<file path="config.mk">
export PLATFORM = sky130hd
export DESIGN_NAME = fwd_hazard_ctl
export DESIGN_NICKNAME = d
export VERILOG_FILES = /design/src/rtl/fwd_hazard_ctl_pkg.sv /design/src/rtl/fwd_hazard_ctl_stage_rec.sv /design/src/rtl/fwd_hazard_ctl.sv
export SDC_FILE = /design/constraint.sdc
export NUM_CORES = 1
export LEC_CHECK = 0
export CAP_MARGIN = 10
export CELL_PAD_IN_SITES_DETAIL_PLACEMENT = 1
export CELL_PAD_IN_SITES_GLOBAL_PLACEMENT = 2
export CORE_AREA = 3 3 67 69
export CTS_BUF_LIST = sky130_fd_sc_hd__clkbuf_8
export CTS_CLUSTER_SIZE = 8
export DETAILED_ROUTE_END_ITERATION = 8
export DIE_AREA = 0 0 70 72
export PLACE_DENSITY_LB_ADDON = 0.1
export SYNTH_ARGS = -nofsm -noshare
export SYNTH_HDL_FRONTEND = slang
export SYNTH_SLANG_ARGS = --single-unit
</file>
<file path="constraint.sdc">
create_clock -name clk -period 5.9 [get_ports clk]
set_input_delay 0.885 -clock clk [delete_from_list [all_inputs] [get_ports clk]]
set_output_delay 0.885 -clock clk [all_outputs]
set_load 0.005 [all_outputs]
</file>
<file path="src/rtl/fwd_hazard_ctl_pkg.sv">
// Shared decode/execute definitions: result-source codes, register width and
// the writer record tracked for each in-flight instruction.
package fwd_hazard_ctl_pkg;

    localparam int REG_AW = 3;

    localparam logic [1:0] SRC_SPEC  = 2'b00;
    localparam logic [1:0] SRC_PCINC = 2'b01;
    localparam logic [1:0] SRC_LOAD  = 2'b10;
    localparam logic [1:0] SRC_ALU   = 2'b11;

    typedef struct packed {
        logic              valid;
        logic              wr_en;
        logic [REG_AW-1:0] wr_reg;
        logic [1:0]        res_src;
    } hz_rec_t;

    localparam int REC_W = $bits(hz_rec_t);

    function automatic logic rec_writes(hz_rec_t rec, logic [REG_AW-1:0] r);
        return rec.valid & rec.wr_en & (rec.wr_reg == r);
    endfunction

endpackage

</file>
<file path="src/rtl/fwd_hazard_ctl_stage_rec.sv">
// One pipeline writer record: loads d_i on en_i, or an all-zero bubble when
// bubble_i is also set; holds otherwise.
module hz_stage_rec
    import fwd_hazard_ctl_pkg::*;
(
    input  logic             clk,
    input  logic             rst,
    input  logic             en_i,
    input  logic             bubble_i,
    input  logic [REC_W-1:0] d_i,
    output logic [REC_W-1:0] q_o
);

    logic [REC_W-1:0] rec_q;
    logic [REC_W-1:0] rec_d;

    always_comb begin
        rec_d = rec_q;
        if (en_i) begin
            rec_d = bubble_i ? '0 : d_i;
        end
    end

    always_ff @(posedge clk or posedge rst) begin
        if (rst) begin
            rec_q <= '0;
        end else begin
            rec_q <= rec_d;
        end
    end

    assign q_o = rec_q;

endmodule

</file>
<file path="src/rtl/fwd_hazard_ctl.sv">
// Execute-stage forwarding controls and load-use stall, computed in decode
// from the writer records of the instructions in ID/EX, EX/MEM and MEM/WB.
module fwd_hazard_ctl
    import fwd_hazard_ctl_pkg::*;
(
    input  logic              clk,
    input  logic              rst,
    input  logic              id_valid,
    input  logic              id_rs_valid,
    input  logic [REG_AW-1:0] id_rs,
    input  logic              id_rt_valid,
    input  logic [REG_AW-1:0] id_rt,
    input  logic              id_wr_en,
    input  logic [REG_AW-1:0] id_wr_reg,
    input  logic [1:0]        id_res_src,
    input  logic              flush,
    input  logic              mem_stall,
    output logic              forward_XX_A,
    output logic              forward_XX_B,
    output logic              forward_XM_A,
    output logic              forward_XM_B,
    output logic [1:0]        forward_XX_sel,
    output logic [1:0]        forward_XM_sel,
    output logic              stall_id,
    output logic [REC_W-1:0]  dbg_mw_o
);

    hz_rec_t dx_q, xm_q, mw_q, id_rec;
    logic    advance, dx_bubble;
    logic    xx_a, xm_a, xx_b, xm_b, load_use;

    assign id_rec = '{valid: id_valid, wr_en: id_wr_en, wr_reg: id_wr_reg, res_src: id_res_src};

    // Youngest writer wins: an EX/MEM match suppresses the MEM/WB match.
    assign xx_a = id_rs_valid & rec_writes(dx_q, id_rs);
    assign xm_a = id_rs_valid & rec_writes(xm_q, id_rs) & ~xx_a;
    assign xx_b = id_rt_valid & rec_writes(dx_q, id_rt);
    assign xm_b = id_rt_valid & rec_writes(xm_q, id_rt) & ~xx_b;

    assign load_use  = (xx_a | xx_b) & (dx_q.res_src == SRC_LOAD);
    assign stall_id  = load_use & ~flush & id_valid;
    assign advance   = ~mem_stall;
    assign dx_bubble = ~(id_valid & ~stall_id & ~flush);

    hz_stage_rec u_dx (
        .clk(clk), .rst(rst), .en_i(advance), .bubble_i(dx_bubble),
        .d_i(id_rec), .q_o(dx_q)
    );
    hz_stage_rec u_xm (
        .clk(clk), .rst(rst), .en_i(advance), .bubble_i(1'b0),
        .d_i(dx_q), .q_o(xm_q)
    );
    hz_stage_rec u_mw (
        .clk(clk), .rst(rst), .en_i(advance), .bubble_i(1'b0),
        .d_i(xm_q), .q_o(mw_q)
    );

    // MW matches are served by the register-file bypass; the record is only observed.
    assign dbg_mw_o = mw_q;

    logic       fxx_a_q, fxx_b_q, fxm_a_q, fxm_b_q;
    logic       fxx_a_d, fxx_b_d, fxm_a_d, fxm_b_d;
    logic [1:0] xx_sel_q, xm_sel_q, xx_sel_d, xm_sel_d;

    // Selects are zeroed when their path does not forward, so a non-forwarding
    // load sitting in DX can never surface as an XX select of 10.
    always_comb begin
        fxx_a_d  = fxx_a_q;
        fxx_b_d  = fxx_b_q;
        fxm_a_d  = fxm_a_q;
        fxm_b_d  = fxm_b_q;
        xx_sel_d = xx_sel_q;
        xm_sel_d = xm_sel_q;
        if (advance) begin
            if (dx_bubble) begin
                fxx_a_d  = 1'b0;
                fxx_b_d  = 1'b0;
                fxm_a_d  = 1'b0;
                fxm_b_d  = 1'b0;
                xx_sel_d = 2'b00;
                xm_sel_d = 2'b00;
            end else begin
                fxx_a_d  = xx_a;
                fxx_b_d  = xx_b;
                fxm_a_d  = xm_a;
                fxm_b_d  = xm_b;
                xx_sel_d = (xx_a | xx_b) ? dx_q.res_src : 2'b00;
                xm_sel_d = (xm_a | xm_b) ? xm_q.res_src : 2'b00;
            end
        end
    end

    always_ff @(posedge clk or posedge rst) begin
        if (rst) begin
            fxx_a_q  <= 1'b0;
            fxx_b_q  <= 1'b0;
            fxm_a_q  <= 1'b0;
            fxm_b_q  <= 1'b0;
            xx_sel_q <= 2'b00;
            xm_sel_q <= 2'b00;
        end else begin
            fxx_a_q  <= fxx_a_d;
            fxx_b_q  <= fxx_b_d;
            fxm_a_q  <= fxm_a_d;
            fxm_b_q  <= fxm_b_d;
            xx_sel_q <= xx_sel_d;
            xm_sel_q <= xm_sel_d;
        end
    end

    assign forward_XX_A   = fxx_a_q;
    assign forward_XX_B   = fxx_b_q;
    assign forward_XM_A   = fxm_a_q;
    assign forward_XM_B   = fxm_b_q;
    assign forward_XX_sel = xx_sel_q;
    assign forward_XM_sel = xm_sel_q;

endmodule
</file>
==> flow_metrics.env, run 1 <==
export IMPL_worstPathMaxFanout=14
export IMPL_cts_sinks=29
export IMPL_final_max_slew_viol_count=0
export IMPL_cts_buffers=5
export IMPL_synthCells=118
export IMPL_synth_nets=137
export IMPL_slew_headroom_pct=59.5
export IMPL_grt_start_max_net_pins=33
export IMPL_ios=35
export IMPL_status="complete, no violations"
export IMPL_synth_seq_cells=29
export IMPL_rows=23
export IMPL_post_dp_hpwl_um=2240
export IMPL_setup_viol=0
export IMPL_instances_no_fill=207
export IMPL_grt_ovfl_total=0
export IMPL_finalNetCount=175
export IMPL_required_ns=5.02
export IMPL_p_leak_uw=0.000829
export IMPL_clkSlewWorstSetupHoldPaths_ns=0.06
export IMPL_wire_per_inst_um=15.0
export IMPL_worstSetupEndpointType="output pin"
export IMPL_die_w_um=70
export IMPL_seqCellArea_um2=726
export IMPL_hold_buffers=0
export IMPL_worst_pin_slew_ns=0.608
export IMPL_fmax_mhz=248
export IMPL_multi_input_area_um2=542
export IMPL_cts_root_buffer="clkbuf_8"
export IMPL_synthToLayoutAreaGrowth_pct=38.6
export IMPL_totalWireLength_um=3100
export IMPL_n_fill_cell=428
export IMPL_clk_path_buf_depth=2
export IMPL_grtUsageTotal_pct=13.1
export IMPL_place_worst_setup_slack_ns=1.85
export IMPL_gp_congestion=0.745
export IMPL_die_area_um2=5040
export IMPL_io_buffers=34
export IMPL_critPathKind="in2out"
export IMPL_grt_pass1_vias=1093
export IMPL_crit_arrival_ns=3.15
export IMPL_finalCriticalPeriod_ns=4.04
export IMPL_worstSetupStartpointType="primary input"
export IMPL_dpl_cell_area_um2=1710
export IMPL_maxCapViolCount=0
export IMPL_dieHeight_um=72
export IMPL_power_density_nw_per_um2=248
export IMPL_dpl_cell_count=198
export IMPL_synth_avg_cell_area_um2=11.3
export IMPL_hold_violations=0
export IMPL_rsz0062_at_grt="no"
export IMPL_synth_cell_types=21
export IMPL_antenna_cells=0
export IMPL_h_tree_depth=2
export IMPL_final_area_um2=1840
export IMPL_grt_pass1_wl_um=5200
export IMPL_ys_warn_count=0
export IMPL_initial_core_util_pct=33.4
export IMPL_postCtsSetupRepairBufs=0
export IMPL_netlist_area_um2=1330
export IMPL_final_core_util_pct=46.3
export IMPL_cts_tree="yes"
export IMPL_vias_per_cell=4.80
export IMPL_drc=0
export IMPL_drive_gt1_share_pct=15.9
export IMPL_firstDrtPassIters=4
export IMPL_antenna_left=0
export IMPL_worst_slack_ns=1.86
export IMPL_irDropWorstVdd_mv=0.160
export IMPL_min_path_type="reg2reg"
export IMPL_final_common_cell="clkdlybuf4s50_1"
export IMPL_setup_tns_ns=0
export IMPL_post_cts_resized=0
export IMPL_finalCritPeriodShare_pct=68.4
export IMPL_synth_seq_area_share_pct=54.7
export IMPL_dr_first_iter_drc_count=64
export IMPL_vias=994
export IMPL_core_area_um2=3970
export IMPL_final_cell_mix="clkdlybuf4s50_1, dfrtp_1, nand2_1"
export IMPL_clock_skew_ns=0.00327
export IMPL_clock_latency_ns=0.27
export IMPL_antenna_found_initial=0
## flip-flops by register name (all words and copies together), names as in the netlist
| signal | cells |
|---|---|
| forward_XM_sel | 2 |
| forward_XX_A | 1 |
| u_dx.q_o | 7 |
| forward_XM_A | 1 |
| u_xm.q_o | 7 |
| u_mw.q_o | 7 |
| forward_XX_sel | 2 |
| forward_XX_B | 1 |
| forward_XM_B | 1 |
## worst max-delay path: stages
cell and delay [ns]:
clkdlybuf4s50_1 0.46, xor2_1 0.17, or4_4 0.56, a21oi_4 0.40
and2_1 0.18, clkdlybuf4s50_1 0.49
## final timing paths
kind | from | end | slack, ns | cells after the start
worst max-delay path | id_rt[1] | stall_id | 1.86 | 6
worst min-delay path | u_mw.q_o[1] | u_mw.q_o[1] | 0.48 | 2
worst max register to register | u_dx.q_o[3] | forward_XM_A | 4.03 | 4
worst min register to register | u_mw.q_o[1] | u_mw.q_o[1] | 0.48 | 2
max in group asynchronous | rst | u_dx.q_o[6] | 4.43 | 3
min in group asynchronous | rst | u_mw.q_o[2] | 0.98 | 2
## Yosys cell counts (all sizes together)
cell | n | area (um^2)
a21oi | 2 | 21.3
a22o | 2 | 17.5
a32oi | 1 | 8.76
and2 | 1 | 6.26
buf | 2 | 15.0
clkbuf | 3 | 11.3
dfrtp | 29 | 726
inv | 9 | 33.8
mux2 | 12 | 135
nand2 | 19 | 71.3
nand3 | 4 | 20.0
nor2 | 2 | 7.51
nor2b | 1 | 6.26
nor4 | 2 | 12.5
o21ai | 3 | 15.0
o31ai | 10 | 75.1
o41ai | 2 | 17.5
or4 | 2 | 22.5
xor2 | 12 | 105
## per-layer routing
layer  vias to the layer above  routed length (um)  track usage [%]
li1                        482                   -                -
met2                        23                1490             21.4
met5                         -                   0                0
met1                       484                1440             16.6
met3                         5                 135             3.19
met4                         0                  42             5.74
## cell families after synthesis
logic type	count (synthesis)	synth area share (%)
AO/OA/AOI/OAI	20	11.7
XOR/XNOR	12	7.92
buffers and inverters	14	4.52
flip-flops	29	54.7
multiplexers	12	10.2
AND/OR/NAND/NOR	31	11.0
## final cells by class
class,count,share of cell area [%]
Timing Repair Buffer,36,20.4
Tap cell,50,3.40
Sequential cell,29,39.4
Clock buffer,7,5.23
Clock inverter,1,0.272
Multi-Input combinational cell,75,29.4
Inverter,9,1.84
## through the flow
step	hold WS [ns]	power (uW)
6_report	0.484	456
5_1_grt	0.522	481
4_1_cts	0.492	462
3_5_place_dp	0.477	279
3_3_place_gp	0.465	278
2_1_floorplan	0.470	247
## power by group
group / internal (uW) / total (uW) / switching, uW
clock: 105 / 178 / 73.2
combinational: 33.8 / 56.8 / 23.1
sequential: 210 / 220 / 9.97
Note: power is estimated with default switching activity, not from simulation.
==> inputs of run 2 (changes only) <==
Settings changed: CORE_AREA 3 3 67 69 to 3 3 73 75, DIE_AREA 0 0 70 72 to 0 0 76 78.
Clock period 5.9 ns to 3.6 ns, I/O delays scaled along.
==> run 2 against run 1 <==
Against the previous run: die area increased by 18%; design area rose by 2.4%; register-to-register slack worse by 2.3 ns; global-route usage is 1.2 points lower; sequential power increased by 64%; cell count grew 8.7%; critical endpoint unchanged; largest power group unchanged.
==> flow_metrics.env, run 2 (synthesis gave the netlist of run 1 again) <==
export IMPL_status="complete, no violations"
export IMPL_totalWireLength_um=3250
export IMPL_setup_viol=0
export IMPL_drive_gt1_share_pct=15.8
export IMPL_clk_path_buf_depth=2
export IMPL_fmax_mhz=323
export IMPL_final_common_cell="clkdlybuf4s50_1"
export IMPL_vias_per_cell=4.41
export IMPL_slew_headroom_pct=55.6
export IMPL_clock_skew_ns=0.00231
export IMPL_antenna_found_initial=0
export IMPL_grt_pass1_wl_um=5420
export IMPL_critPathKind="in2out"
export IMPL_finalCritPeriodShare_pct=85.9
export IMPL_io_buffers=34
export IMPL_postCtsSetupRepairBufs=0
export IMPL_irDropWorstVdd_mv=0.190
export IMPL_final_cell_mix="clkdlybuf4s50_1, dfrtp_1, nand2_1"
export IMPL_grt_start_max_net_pins=32
export IMPL_die_w_um=76
export IMPL_antenna_cells=0
export IMPL_p_leak_uw=0.000843
export IMPL_finalCriticalPeriod_ns=3.09
export IMPL_drc=0
export IMPL_antenna_left=0
export IMPL_hold_violations=0
export IMPL_worstHoldStart="u_mw.q_o[0]"
export IMPL_clock_latency_ns=0.28
export IMPL_worstSetupStartpointType="primary input"
export IMPL_crit_start="id_rt[2]"
export IMPL_crit_arrival_ns=2.55
export IMPL_rsz0062_at_grt="no"
export IMPL_maxCapViolCount=0
export IMPL_worstPathMaxFanout=5
export IMPL_worst_pin_slew_ns=0.666
export IMPL_setup_tns_ns=0
export IMPL_worstSetupEndpointType="output pin"
export IMPL_die_area_um2=5930
export IMPL_core_area_um2=4720
export IMPL_post_dp_hpwl_um=2370
export IMPL_ios=35
export IMPL_rows=25
export IMPL_vias=992
export IMPL_clkSlewWorstSetupHoldPaths_ns=0.06
export IMPL_final_max_slew_viol_count=0
export IMPL_initial_core_util_pct=28.1
export IMPL_firstDrtPassIters=4
export IMPL_post_cts_resized=0
export IMPL_finalNetCount=176
export IMPL_synthToLayoutAreaGrowth_pct=41.9
export IMPL_cts_tree="yes"
export IMPL_cts_root_buffer="clkbuf_8"
export IMPL_grt_pass1_vias=1080
export IMPL_dr_first_iter_drc_count=27
export IMPL_power_density_nw_per_um2=425
export IMPL_wire_per_inst_um=14.4
export IMPL_cts_buffers=5
export IMPL_r2r_start="u_dx.q_o[4]"
export IMPL_grt_ovfl_total=0
export IMPL_min_path_type="reg2reg"
export IMPL_hold_buffers=0
export IMPL_required_ns=3.06
export IMPL_gp_congestion=0.747
export IMPL_dieHeight_um=78
export IMPL_cts_sinks=29
export IMPL_grtUsageTotal_pct=11.9
export IMPL_dpl_cell_area_um2=1740
export IMPL_final_area_um2=1880
export IMPL_h_tree_depth=2
export IMPL_n_fill_cell=520
-- run 2: area by class of cell --
class | count | area, um^2 | share of cell area (%)
Tap cell | 67 | 83.8 | 4.45
Multi-Input combinational cell | 75 | 542 | 28.8
Inverter | 9 | 33.8 | 1.79
Clock buffer | 6 | 82.6 | 4.38
Timing Repair Buffer | 37 | 383 | 20.3
Clock inverter | 2 | 33.8 | 1.79
Sequential cell | 29 | 726 | 38.5
-- run 2: path summary, 6_finish.rpt --
| kind | to | slack, ns | cells after the start |
|---|---|---|---|
| worst max-delay path | stall_id | 0.51 | 6 |
| worst min-delay path | u_mw.q_o[0] | 0.48 | 2 |
| worst max register to register | forward_XM_B | 1.75 | 5 |
| worst min register to register | u_mw.q_o[0] | 0.48 | 2 |
| max in group asynchronous | forward_XM_sel[0] | 2.44 | 3 |
| min in group asynchronous | u_mw.q_o[5] | 0.66 | 2 |
-- run 2: stage by stage --
step	power (uW)	utilization, %	setup slack (ns)	hold WS [ns]	instances
4_1_cts	812	39.3	0.486	0.489	224
6_report	801	39.9	0.508	0.482	225
3_5_place_dp	458	36.8	0.502	0.472	216
2_1_floorplan	405	-	1.33	0.470	118
3_3_place_gp	457	36.8	0.511	0.465	216
5_1_grt	836	39.9	0.423	0.510	225
-- run 2: metal layers --
metal / up-vias / track usage (%) / part of all wire [%]
li1: 483 / - / -
met1: 479 / 15.9 / 49
met2: 22 / 17.9 / 45
met3: 8 / 3.36 / 3.7
met4: 0 / 5.43 / 2.0
met5: - / 0 / 0
-- run 2: power by group --
group	internal [uW]	leakage [uW]	switching, uW
Clock	223	0.0000626	124
Sequential	345	0.000394	16.3
Combinational	55.3	0.000387	37.9
Total	623	0.000843	178
-- run 2: critical path: stages --
cell,delay [ns]
clkdlybuf4s50_1,0.45
xor2_1,0.17
or4_4,0.60
a21oi_4,0.17
and2_1,0.13
clkdlybuf4s50_1,0.50
==> inputs of run 3 (changes only) <==
Settings changed: SLEW_MARGIN set to 20.
==> run 3 against run 2 <==
Against the previous run: non-clock buffer count fell by 1; hold slack about the same; global-route usage stayed put; critical path depth unchanged; via count rose by 0.30%; sequential power about the same; utilization is 0.58 points lower; largest cell class unchanged; clock power is essentially flat; power fell by 0.44%; register-to-register slack barely moved; die area is the same; setup slack gained 0.0018 ns; critical path type unchanged; largest power group unchanged.
==> flow_metrics.env, run 3 (synthesis gave the netlist of run 1 again) <==
export IMPL_status="complete, no violations"
export IMPL_grtUsageTotal_pct=11.9
export IMPL_sw_frac_of_total_pct=22.3
export IMPL_finalNetCount=175
export IMPL_clock_latency_ns=0.28
export IMPL_clk_path_buf_depth=2
export IMPL_vias=995
export IMPL_place_worst_setup_slack_ns=0.502
export IMPL_p_switching_uw=177
export IMPL_worst_slack_ns=0.509
export IMPL_totalWireLength_um=3240
export IMPL_post_cts_resized=0
export IMPL_slew_headroom_pct=59.0
export IMPL_gp_congestion=0.747
export IMPL_final_max_slew_viol_count=0
export IMPL_p_seq_share_pct=45.3
export IMPL_rr_worst_depth=5
export IMPL_final_area_um2=1860
export IMPL_dr_first_iter_drc_count=32
export IMPL_power_density_nw_per_um2=429
export IMPL_worstPathMaxFanout=5
export IMPL_crit_arrival_ns=2.55
export IMPL_required_ns=3.06
export IMPL_wire_per_inst_um=14.5
export IMPL_clock_skew_ns=0.000731
export IMPL_cts_tree="yes"
export IMPL_combPwrFrac_pct=11.2
export IMPL_drc=0
export IMPL_final_cell_mix="clkdlybuf4s50_1, dfrtp_1, nand2_1"
export IMPL_finalCritPeriodShare_pct=85.9
export IMPL_maxCapViolCount=0
export IMPL_ios=35
export IMPL_worstSetupStartpointType="primary input"
export IMPL_critPathKind="in2out"
export IMPL_dieHeight_um=78
export IMPL_rsz0062_at_grt="no"
export IMPL_setup_viol=0
export IMPL_io_buffers=34
export IMPL_p_leak_uw=0.000829
export IMPL_post_dp_hpwl_um=2370
export IMPL_postCtsSetupRepairBufs=0
export IMPL_grt_start_max_net_pins=32
export IMPL_core_area_um2=4720
export IMPL_grt_pass1_vias=1080
export IMPL_n_fill_cell=523
export IMPL_rows=25
export IMPL_h_tree_depth=2
export IMPL_holdWs_ns=0.483
export IMPL_antenna_found_initial=0
export IMPL_finalCriticalPeriod_ns=3.09
export IMPL_final_core_util_pct=39.3
export IMPL_clkSlewWorstSetupHoldPaths_ns=0.06
export IMPL_drive_gt1_share_pct=15.9
export IMPL_cts_buffers=5
export IMPL_irDropWorstVdd_mv=0.190
export IMPL_worst_pin_slew_ns=0.615
export IMPL_hold_buffers=0
export IMPL_p_int_uw=620
export IMPL_cts_sinks=29
export IMPL_cts_root_buffer="clkbuf_8"
export IMPL_hold_path_depth=2
export IMPL_grt_pass1_wl_um=5420
export IMPL_dpl_cell_area_um2=1740
export IMPL_firstDrtPassIters=4
export IMPL_setup_tns_ns=0
export IMPL_fmax_mhz=324
export IMPL_synthToLayoutAreaGrowth_pct=39.9
export IMPL_worstSetupEndpointType="output pin"
export IMPL_min_path_type="reg2reg"
export IMPL_antenna_left=0
export IMPL_clock_power_share_pct=43.4
export IMPL_antenna_cells=0
export IMPL_hold_violations=0
export IMPL_vias_per_cell=4.44
export IMPL_final_common_cell="clkdlybuf4s50_1"
export IMPL_initial_core_util_pct=28.1
export IMPL_grt_ovfl_total=0
export IMPL_die_area_um2=5930
export IMPL_die_w_um=76
## run 3: final timing paths
kind	startpoint	endpoint	slack [ns]
setup / recovery	id_rt[2]	stall_id	0.51
setup reg to reg	u_dx.q_o[4]	forward_XM_B	1.76
hold / removal	u_mw.q_o[0]	u_mw.q_o[0]	0.48
min in group asynchronous	rst	u_mw.q_o[3]	0.66
hold reg to reg	u_mw.q_o[0]	u_mw.q_o[0]	0.48
max in group asynchronous	rst	u_xm.q_o[6]	2.54
## run 3: metrics by stage
stage               cells  total power (uW)
global route          224               833
detailed placement    216               458
CTS                   224               812
floorplan             118               405
finish                224               797
global placement      216               457
## run 3: worst max-delay path, stage by stage
cell and delay (ns):
clkdlybuf4s50_1 0.45, xor2_1 0.17, or4_4 0.59, a21oi_4 0.17, and2_1 0.13, clkdlybuf4s50_1 0.50
## run 3: power groups by stage
stage               clock network [uW]  registers, uW  logic [uW]
floorplan                            0            364        41.5
global placement                     0            366        90.3
detailed placement                   0            367        91.1
CTS                                358            361        92.2
global route                       369            364        99.5
finish                             346            361        89.7
## run 3: final cells by class
cell class / count / area [um^2] / share of cell area, %
Timing Repair Buffer: 36 / 355 / 19.1
Tap cell: 67 / 83.8 / 4.51
Clock buffer: 6 / 82.6 / 4.45
Multi-Input combinational cell: 75 / 542 / 29.2
Clock inverter: 2 / 33.8 / 1.82
Sequential cell: 29 / 726 / 39.1
Inverter: 9 / 33.8 / 1.82
## run 3: layer usage
| metal | wire (um) | track usage, % | share of wire (%) |
|---|---|---|---|
| met1 | 1610 | 15.9 | 50 |
| met2 | 1450 | 17.9 | 45 |
| met3 | 120 | 3.36 | 3.7 |
| met4 | 65 | 5.43 | 2.0 |
| met5 | 0 | 0 | 0 |
